--- src/rtl/neuron_o_seq.sv ---
// Sequencer that time-multiplexes one pipelined neuron_o datapath across N_OUT
// output neurons of a 2-input layer, with a loadable weight file and a result stream.
module neuron_o_seq #(
  parameter int WIDTH  = 32,
  parameter int N_OUT  = 4,
  parameter int LAT    = 2,
  parameter int ADDR_W = 6
) (
  input  logic              clock,
  input  logic              reset,
  input  logic              cfg_we,
  input  logic [ADDR_W-1:0] cfg_addr,
  input  logic [WIDTH-1:0]  cfg_data,
  output logic              cfg_err,
  input  logic              in_valid,
  output logic              in_ready,
  input  logic [WIDTH-1:0]  in_a1,
  input  logic [WIDTH-1:0]  in_a2,
  output logic [WIDTH-1:0]  n_a1,
  output logic [WIDTH-1:0]  n_a2,
  output logic [WIDTH-1:0]  n_w1,
  output logic [WIDTH-1:0]  n_w2,
  output logic [WIDTH-1:0]  n_b,
  output logic              n_en,
  input  logic [WIDTH-1:0]  n_y,
  output logic              out_valid,
  input  logic              out_ready,
  output logic [3:0]        out_idx,
  output logic [WIDTH-1:0]  out_y,
  output logic              busy
);

  localparam int IW = (N_OUT > 1) ? $clog2(N_OUT) : 1;
  localparam int TW = $clog2(N_OUT + LAT + 1);
  localparam logic [IW-1:0]   LAST_IDX  = IW'(N_OUT - 1);
  localparam logic [TW-1:0]   LAT_T     = TW'(LAT);
  localparam logic [ADDR_W:0] CFG_LIMIT = (ADDR_W + 1)'(3 * N_OUT);

  typedef enum logic [1:0] {S_IDLE, S_ISSUE, S_DRAIN, S_OUT} state_t;

  state_t           state_q, state_d;
  logic [IW-1:0]    i_q, i_d;   // issue index
  logic [IW-1:0]    c_q, c_d;   // capture index
  logic [IW-1:0]    j_q, j_d;   // output index
  logic [TW-1:0]    t_q, t_d;   // cycles since first issue
  logic [WIDTH-1:0] a1_q, a1_d, a2_q, a2_d;
  logic             cfg_err_q, cfg_err_d;
  logic [WIDTH-1:0] w1_q  [N_OUT];
  logic [WIDTH-1:0] w1_d  [N_OUT];
  logic [WIDTH-1:0] w2_q  [N_OUT];
  logic [WIDTH-1:0] w2_d  [N_OUT];
  logic [WIDTH-1:0] b_q   [N_OUT];
  logic [WIDTH-1:0] b_d   [N_OUT];
  logic [WIDTH-1:0] res_q [N_OUT];
  logic [WIDTH-1:0] res_d [N_OUT];
  logic             cfg_reject;

  always_comb begin
    // NOTE: every variable gets a default before the case so no path can infer a latch.
    state_d   = state_q;
    i_d       = i_q;
    c_d       = c_q;
    j_d       = j_q;
    t_d       = t_q;
    a1_d      = a1_q;
    a2_d      = a2_q;
    w1_d      = w1_q;
    w2_d      = w2_q;
    b_d       = b_q;
    res_d     = res_q;
    in_ready  = 1'b0;
    out_valid = 1'b0;
    n_en      = 1'b0;
    n_a1      = '0;
    n_a2      = '0;
    n_w1      = '0;
    n_w2      = '0;
    n_b       = '0;

    cfg_reject = cfg_we && ((state_q != S_IDLE) || ({1'b0, cfg_addr} >= CFG_LIMIT));
    cfg_err_d  = cfg_reject;
    if (cfg_we && !cfg_reject) begin
      for (int k = 0; k < N_OUT; k++) begin
        if (cfg_addr == ADDR_W'(3 * k))     w1_d[k] = cfg_data;
        if (cfg_addr == ADDR_W'(3 * k + 1)) w2_d[k] = cfg_data;
        if (cfg_addr == ADDR_W'(3 * k + 2)) b_d[k]  = cfg_data;
      end
    end

    case (state_q)
      S_IDLE: begin
        in_ready = 1'b1;
        if (in_valid) begin
          a1_d    = in_a1;
          a2_d    = in_a2;
          i_d     = '0;
          c_d     = '0;
          t_d     = '0;
          state_d = S_ISSUE;
        end
      end
      S_ISSUE, S_DRAIN: begin
        // i parks on the last neuron, so DRAIN simply holds the final operands.
        n_en = 1'b1;
        n_a1 = a1_q;
        n_a2 = a2_q;
        n_w1 = w1_q[i_q];
        n_w2 = w2_q[i_q];
        n_b  = b_q[i_q];
        t_d  = t_q + 1'b1;
        if (state_q == S_ISSUE) begin
          if (i_q == LAST_IDX) state_d = S_DRAIN;
          else                 i_d     = i_q + 1'b1;
        end
        if (t_q >= LAT_T) begin
          res_d[c_q] = n_y;
          if (c_q == LAST_IDX) state_d = S_OUT;
          else                 c_d     = c_q + 1'b1;
        end
      end
      S_OUT: begin
        out_valid = 1'b1;
        if (out_ready) begin
          if (j_q == LAST_IDX) begin
            j_d     = '0;
            state_d = S_IDLE;
          end else begin
            j_d = j_q + 1'b1;
          end
        end
      end
      default: state_d = S_IDLE;
    endcase
  end

  assign busy    = (state_q != S_IDLE);
  assign cfg_err = cfg_err_q;
  assign out_idx = 4'(j_q);
  assign out_y   = res_q[j_q];

  // NOTE: state updates use non-blocking assignment so all flops sample pre-edge values.
  always_ff @(posedge clock or negedge reset) begin
    if (!reset) begin
      state_q   <= S_IDLE;
      i_q       <= '0;
      c_q       <= '0;
      j_q       <= '0;
      t_q       <= '0;
      a1_q      <= '0;
      a2_q      <= '0;
      cfg_err_q <= 1'b0;
      // NOTE: the weight file and result buffer are register arrays, cleared so a reset
      // leaves neither stale weights nor stale results behind.
      for (int k = 0; k < N_OUT; k++) begin
        w1_q[k]  <= '0;
        w2_q[k]  <= '0;
        b_q[k]   <= '0;
        res_q[k] <= '0;
      end
    end else begin
      state_q   <= state_d;
      i_q       <= i_d;
      c_q       <= c_d;
      j_q       <= j_d;
      t_q       <= t_d;
      a1_q      <= a1_d;
      a2_q      <= a2_d;
      cfg_err_q <= cfg_err_d;
      w1_q      <= w1_d;
      w2_q      <= w2_d;
      b_q       <= b_d;
      res_q     <= res_d;
    end
  end

endmodule

--- config.mk ---
export PLATFORM = sky130hd
export DESIGN_NAME = neuron_o_seq
export DESIGN_NICKNAME = d
export VERILOG_FILES = /design/src/rtl/neuron_o_seq.sv
export SDC_FILE = /design/constraint.sdc
export NUM_CORES = 1
export LEC_CHECK = 0
export ABC_AREA = 1
export CORE_MARGIN = 10
export CORE_UTILIZATION = 24
export DETAILED_ROUTE_END_ITERATION = 10
export MAX_ROUTING_LAYER = met4
export PLACE_DENSITY = 0.43
export SYNTH_ARGS = -nofsm -noshare
export SYNTH_HDL_FRONTEND = slang
export SYNTH_SLANG_ARGS = --single-unit
--- constraint.sdc ---
create_clock -name clock -period 3.4 [get_ports clock]
set_input_delay 0.68 -clock clock [delete_from_list [all_inputs] [get_ports clock]]
set_output_delay 0.68 -clock clock [all_outputs]
set_load 0.01 [all_outputs]
==> results of run 1 <==
==> through the flow <==
stage          utilization  TNS, ns
2_1_floorplan            -        0
3_3_place_gp         0.290        0
3_5_place_dp         0.290        0
4_1_cts              0.314   -0.680
5_1_grt              0.317   -0.389
6_report             0.317  -0.0185
==> layer usage <==
| layer | part of all wire | up-vias |
|---|---|---|
| met5 | 0 | - |
| met2 | 0.45 | 581 |
| li1 | - | 11500 |
| met1 | 0.48 | 11600 |
| met3 | 0.047 | 133 |
| met4 | 0.021 | 0 |
==> worst reg2reg max path: stages (launching register included) <==
cell	delay (ns)
dfrtp_1	0.41
inv_1	0.15
ha_4	0.34
nand4_2	0.49
nor2_2	0.49
buf_12	0.27
nand2_1	0.09
nand2_1	0.10
==> cell usage after synthesis <==
library cell / n / area [um2]
conb_1: 1 / 3.75
or2_2: 1 / 6.26
nand4_2: 1 / 12.5
nor2_1: 473 / 1780
nand4_1: 3 / 18.8
a31oi_1: 1 / 6.26
mux2_2: 64 / 721
buf_4: 4 / 30.0
a21oi_1: 101 / 505
inv_1: 128 / 480
inv_2: 2 / 7.51
o22ai_1: 33 / 206
buf_2: 66 / 330
clkbuf_1: 170 / 638
dfrtp_1: 588 / 14700
nand3_1: 146 / 731
buf_1: 17 / 63.8
nand2_1: 1255 / 4710
o21ai_1: 1 / 5.00
nor2_2: 1 / 6.26
ha_1: 12 / 150
clkinv_1: 1 / 3.75
o21ai_0: 389 / 1950
xor2_1: 1 / 8.76
==> area by class of cell <==
cell class	count	area [um2]	area share
Timing Repair Buffer	455	4830	0.136
Multi-Input combinational cell	2484	11200	0.314
Tap cell	1500	1880	0.0527
Sequential cell	588	14700	0.414
Clock inverter	25	283	0.00795
Inverter	131	515	0.0145
Clock buffer	107	2170	0.0609
Antenna cell	3	7.51	0.000211
==> power groups by stage <==
| stage | clock (mW) | sequential, mW | combinational (mW) |
|---|---|---|---|
| after global routing | 8.50 | 9.22 | 14.5 |
| after floorplan | 0 | 8.96 | 6.32 |
| final | 8.00 | 9.05 | 13.2 |
| after detailed placement | 0 | 9.17 | 12.7 |
| after CTS | 8.25 | 9.05 | 13.1 |
| after global placement | 0 | 9.15 | 12.7 |
==> kinds of logic (layout without fill, tap and decap cells) <==
family | after synthesis | count (layout) | synth area share
xor gates and xnor gates | 1 | 1 | 0.000323
and+or+nand+nor | 1880 | 1880 | 0.268
other | 1 | 5 | 0.000138
muxes | 64 | 64 | 0.0266
buffers and inverters | 388 | 718 | 0.0574
DFF | 588 | 588 | 0.543
adders and majority gates | 12 | 12 | 0.00554
AOI/OAI and AO/OA | 525 | 525 | 0.0986
==> flip-flops by register name, summed over array words and instances (netlist names) <==
signal	flops
cfg_err	1
state_q	2
i_q	2
res_q	128
a2_q	32
t_q	3
a1_q	32
c_q	2
b_q	128
w1_q	128
w2_q	128
j_q	2
==> timing repair <==
item,in CTS,in global routing
gates resized for setup,106,55
setup buffers,7,3
cloned,2,3
pin swaps,8,0
setup endpoints to repair,98,108
==> cell usage in the layout, fill, tap and decap left out, types with 15 or more instances in the layout <==
cell | synthesis | layout
buf_4 | 4 | 79
clkdlybuf4s50_1 | 0 | 258
buf_12 | 0 | 25
o22ai_1 | 33 | 33
a21oi_2 | 0 | 37
a21oi_1 | 101 | 55
dfrtp_1 | 588 | 585
mux2_2 | 64 | 64
o21ai_0 | 389 | 384
inv_1 | 128 | 127
dlygate4sd2_1 | 0 | 46
clkbuf_16 | 0 | 78
nor2_1 | 473 | 459
nand2_1 | 1255 | 1254
clkbuf_1 | 170 | 15
nand3_1 | 146 | 142
clkbuf_8 | 0 | 17
dlymetal6s2s_1 | 0 | 31
==> worst max-delay path by stage <==
stage | from | to | slack [ns] | depth (start not counted)
2_1_floorplan | state_q[0] | n_b[0] | 1.00 | 7
3_3_place_gp | i_q[0] | n_w1[1] | 0.46 | 5
3_5_place_dp | i_q[1] | n_w2[24] | 0.46 | 7
4_1_cts | state_q[1] | n_b[9] | -0.11 | 6
5_1_grt | state_q[1] | n_w1[18] | -0.09 | 6
6_report | state_q[1] | n_w1[26] | -0.02 | 6
==> results.json, run 1 <==
{
  "worst_pin_slew_ns": 0.903,
  "violations": "setup timing",
  "drt-initial-drc-count": 1860,
  "place_area_um2": 32500,
  "grt_pass1_vias": 23500,
  "grt_usage": 0.166,
  "dp_hpwl_um": 64600,
  "dp_slack_ns": 0.456,
  "final_cell_area_um2": 35600,
  "cp-start-kind": "flip-flop",
  "die_y_um": 356,
  "postCtsHoldBufs": 0,
  "rr_endpoint": "b_q[38]",
  "path_buf_inv": 4,
  "drv_cap": 0,
  "cts-root-buf": "clkbuf_16",
  "ff2ff_setup_slack_ns": 0.99,
  "yosysWarnings": 0,
  "fmax_mhz": 293,
  "synth_cell_types": 24,
  "p_total_mw": 30.2,
  "grt_overflow_total": 0,
  "use_met1": 0.230,
  "crit_slowest_cell": "clkdlybuf4s50_1",
  "p_int_mw": 18.5,
  "dr.pass1.iters": 5,
  "met2_usage": 0.253,
  "syn_area_um2": 27100,
  "path_delay_family": "buffers and inverters",
  "cts_num_sinks": 588,
  "hold_viol_final": 0,
  "cts_made_buffers": 75,
  "critPathMaxFanout": 48,
  "ant_nets": 0,
  "timing.final.crit_share": 1.01,
  "worstReg2RegStart": "state_q[1]",
  "p_switching_mw": 11.7,
  "cp.required_ns": 2.72,
  "busiest_layer": "met2",
  "synth_seq_cells": 588,
  "core_um2": 112000,
  "drc": 0,
  "setup_viol": 1,
  "use_met3": 0.0246,
  "skew_ns": 0.0260,
  "n_fill_cell": 12000,
  "clockBufferDepth": 3,
  "clock_latency_ns": 0.64,
  "ctsHtreeMaxLevel": 3,
  "start_util": 0.241,
  "crit_chain": "inv_1, ha_4, inv_4, buf_12, a21oi_2, clkdlybuf4s50_1",
  "place_inst": 5144,
  "io_buffers": 337,
  "end_kind": "primary output",
  "clk_pin_slew_ns": 0.06,
  "antenna_found_initial": 3,
  "ys_seq_area_frac": 0.543,
  "nNetsFinal": 3886,
  "cts_tree": "yes",
  "die_area_um2": 127000,
  "drive_gt1_frac": 0.0992,
  "wirelength_um": 106000,
  "die_w_um": 356,
  "status": "finished, violations left",
  "slew_violations": 0,
  "syn_avg_cell_area_um2": 7.83,
  "worstPathArrival_ns": 2.74,
  "power_frac_seq": 0.299,
  "min_path_type": "input pin to async pin",
  "wl_per_cell_um": 20.0,
  "reg2reg_depth": 7,
  "syn2layout_area_growth_pct": 31.4,
  "powerDensity_nw_per_um2": 850,
  "place_congestion": 0.768,
  "avgViaCountPerCell": 4.49,
  "rsz0062_at_grt": "yes",
  "critPathKind": "flip-flop to primary output",
  "fp-row-count": 123,
  "grt_pass1_wl_um": 158000,
  "ir_drop_mv": 0.541,
  "period_needed_ns": 3.42,
  "relSlewSlack": 0.396,
  "ioPinCount": 340,
  "p_leak_nw": 18.2,
  "switching_share": 0.387,
  "instances_no_fill": 5293,
  "clockPowerShare": 0.264,
  "critPathMaxStageDelay_ns": 0.58,
  "hold_ws_ns": 0.0116,
  "setup_slack_ns": -0.0185,
  "p_comb_frac": 0.436,
  "netlist_instances": 3459,
  "route.vias.total": 23800,
  "grt_max_degree": 79
}
Note: power is estimated with default switching activity, not from simulation.
==> run 2, diff against run 1 <==
--- a/config.mk
+++ b/config.mk
@@ -11,6 +11,7 @@
 export DETAILED_ROUTE_END_ITERATION = 10
 export MAX_ROUTING_LAYER = met4
 export PLACE_DENSITY = 0.43
+export SLEW_MARGIN = 5
 export SYNTH_ARGS = -nofsm -noshare
 export SYNTH_HDL_FRONTEND = slang
 export SYNTH_SLANG_ARGS = --single-unit
==> results of run 2 <==
Final layout, timing and power as in run 1 (identical DEF).
==> run 3, diff against run 2 <==
--- a/config.mk
+++ b/config.mk
@@ -15,3 +15,4 @@
 export SYNTH_ARGS = -nofsm -noshare
 export SYNTH_HDL_FRONTEND = slang
 export SYNTH_SLANG_ARGS = --single-unit
+export TNS_END_PERCENT = 50
==> run 3 against run 2 <==
Clock skew about the same. Via count about the same. Register-to-register slack lost 0.02 ns. Clock-buffer cell count unchanged. Critical path depth did not move. First-iteration DRC count is 3.4% higher. Cell count did not move. Routed wire length hardly changed. Global-route usage hardly changed. Setup slack better by 0.039 ns. The run now ends clean. Power fell by 0.33%.
==> results.json, run 3 (same netlist as run 1, synthesis figures left out) <==
{
  "min_path_type": "input pin to async pin",
  "rr_endpoint": "i_q[0]",
  "worst_pin_slew_ns": 0.878,
  "avgViaCountPerCell": 4.49,
  "critPathKind": "flip-flop to primary output",
  "hold_viol_final": 0,
  "skew_ns": 0.0260,
  "cp.depth": 6,
  "rsz0062_at_grt": "yes",
  "status": "finished clean",
  "grt_pass1_wl_um": 158000,
  "instances_no_fill": 5293,
  "slew_violations": 0,
  "most-common-layout-cells": "nand2_1, dfrtp_1, nor2_1, o21ai_0, clkdlybuf4s50_1",
  "relSlewSlack": 0.413,
  "p_leak_nw": 18.3,
  "worstPathArrival_ns": 2.70,
  "powerDensity_nw_per_um2": 848,
  "grt_usage": 0.166,
  "p_comb_frac": 0.435,
  "ant_nets": 0,
  "drv_cap": 0,
  "grt_overflow_total": 0,
  "start_util": 0.241,
  "wl_per_cell_um": 19.9,
  "cts_tree": "yes",
  "cp-start-kind": "flip-flop",
  "ir_drop_mv": 0.491,
  "drt-initial-drc-count": 1924,
  "critPathMaxStageDelay_ns": 0.58,
  "cts_num_sinks": 588,
  "p_int_mw": 18.5,
  "timing.final.crit_share": 0.994,
  "path_delay_family": "buffers and inverters",
  "grt_pass1_vias": 23500,
  "ioPinCount": 340,
  "antenna_found_initial": 3,
  "route.vias.total": 23800,
  "critPathMaxFanout": 48,
  "worstReg2RegStart": "state_q[1]",
  "clk_pin_slew_ns": 0.06,
  "die_area_um2": 127000,
  "cp.required_ns": 2.72,
  "clockBufferDepth": 3,
  "period_needed_ns": 3.38,
  "path_buf_inv": 4,
  "dp_slack_ns": 0.456,
  "crit_slowest_cell": "clkdlybuf4s50_1",
  "p_switching_mw": 11.6,
  "cts_made_buffers": 75,
  "syn2layout_area_growth_pct": 31.3,
  "crit_chain": "inv_1, ha_4, inv_4, buf_12, a21oi_2, clkdlybuf4s50_1",
  "die_w_um": 356,
  "cts-root-buf": "clkbuf_16",
  "dr.pass1.iters": 5,
  "power_frac_seq": 0.300,
  "io_buffers": 337,
  "reg2reg_depth": 7,
  "dp_hpwl_um": 64600,
  "clockPowerShare": 0.265,
  "core_um2": 112000,
  "die_y_um": 356,
  "setup_viol": 0,
  "final_common_cell": "nand2_1",
  "fp-row-count": 123,
  "clock_latency_ns": 0.64,
  "wirelength_um": 106000,
  "drive_gt1_frac": 0.0982,
  "grt_max_degree": 79,
  "fmax_mhz": 296,
  "ff2ff_setup_slack_ns": 0.97,
  "ctsHtreeMaxLevel": 3,
  "place_congestion": 0.768,
  "drc": 0,
  "place_inst": 5144,
  "switching_share": 0.386,
  "postCtsHoldBufs": 0,
  "nNetsFinal": 3886,
  "setup_slack_ns": 0.0205,
  "end_kind": "primary output",
  "n_fill_cell": 12000
}
-- run 3: changes by cell type in the layout (fill, tap and decap cells not counted), moves of 4 or more --
| cell | previous run | this run |
|---|---|---|
| a21oi_1 | 55 | 62 |
| o21ai_0 | 384 | 380 |
| dlygate4sd2_1 | 46 | 42 |
| clkdlybuf4s50_1 | 258 | 251 |
| a21oi_4 | 9 | 4 |
| dlymetal6s2s_1 | 31 | 39 |
-- run 3: metal layers --
metal / GRT usage / vias to the layer above / wire length, um / share of wire
li1: - / 11500 / - / -
met1: 0.230 / 11600 / 50800 / 0.48
met2: 0.251 / 591 / 47500 / 0.45
met3: 0.0247 / 132 / 5130 / 0.049
met4: 0.0424 / 0 / 2200 / 0.021
met5: - / - / 0 / 0
-- run 3: power groups by stage --
| stage | Sequential (mW) | Combinational, mW | Clock (mW) |
|---|---|---|---|
| floorplan | 8.96 | 6.32 | 0 |
| global placement | 9.15 | 12.7 | 0 |
| detailed placement | 9.17 | 12.7 | 0 |
| CTS | 9.05 | 13.1 | 8.25 |
| global route | 9.22 | 14.4 | 8.50 |
| finish | 9.05 | 13.1 | 8.00 |
-- run 3: worst max path at each step --
stage                     from        to  slack, ns
CTS                 state_q[1]    n_b[9]      -0.11
global route        state_q[1]   n_b[20]      -0.05
finish              state_q[1]   n_b[20]       0.02
detailed placement      i_q[1]  n_w2[24]       0.46
global placement        i_q[0]   n_w1[1]       0.46
floorplan           state_q[0]    n_b[0]       1.00
-- run 3: per-stage QoR --
step | util | area, um2 | total power [mW] | setup TNS, ns | hold slack (ns)
after floorplan | - | 27100 | 15.3 | 0 | 0.384
after global placement | 0.290 | 32500 | 21.8 | 0 | 0.448
after detailed placement | 0.290 | 32500 | 21.9 | 0 | 0.453
after CTS | 0.314 | 35300 | 30.4 | -0.884 | 0.0338
after global routing | 0.316 | 35600 | 32.1 | -0.211 | 0.0473
final | 0.317 | 35600 | 30.2 | 0 | 0.00785
-- run 3: worst register-to-register path, cell delays in order, from the launching register on --
cell and delay, ns:
dfrtp_1 0.40, inv_1 0.12, ha_4 0.36, inv_4 0.10
buf_12 0.19, o21ai_1 0.50, nand3_1 0.37, o21ai_0 0.30
-- run 3: timing repair --
| item | 4_1_cts | 5_1_grt |
|---|---|---|
| resized for setup | 99 | 59 |
| pin swaps | 7 | 5 |
| setup endpoints to repair | 98 | 111 |
| buffers inserted | 6 | 2 |
| cloned | 2 | 4 |
-- run 3: final cells by class --
type | instances | area [um2] | share of cell area
Timing Repair Buffer | 455 | 4860 | 0.137
Tap cell | 1500 | 1880 | 0.0528
Sequential cell | 588 | 14700 | 0.414
Clock buffer | 107 | 2170 | 0.0609
Inverter | 131 | 523 | 0.0147
Antenna cell | 3 | 7.51 | 0.000211
Multi-Input combinational cell | 2484 | 11100 | 0.313
Clock inverter | 25 | 283 | 0.00795
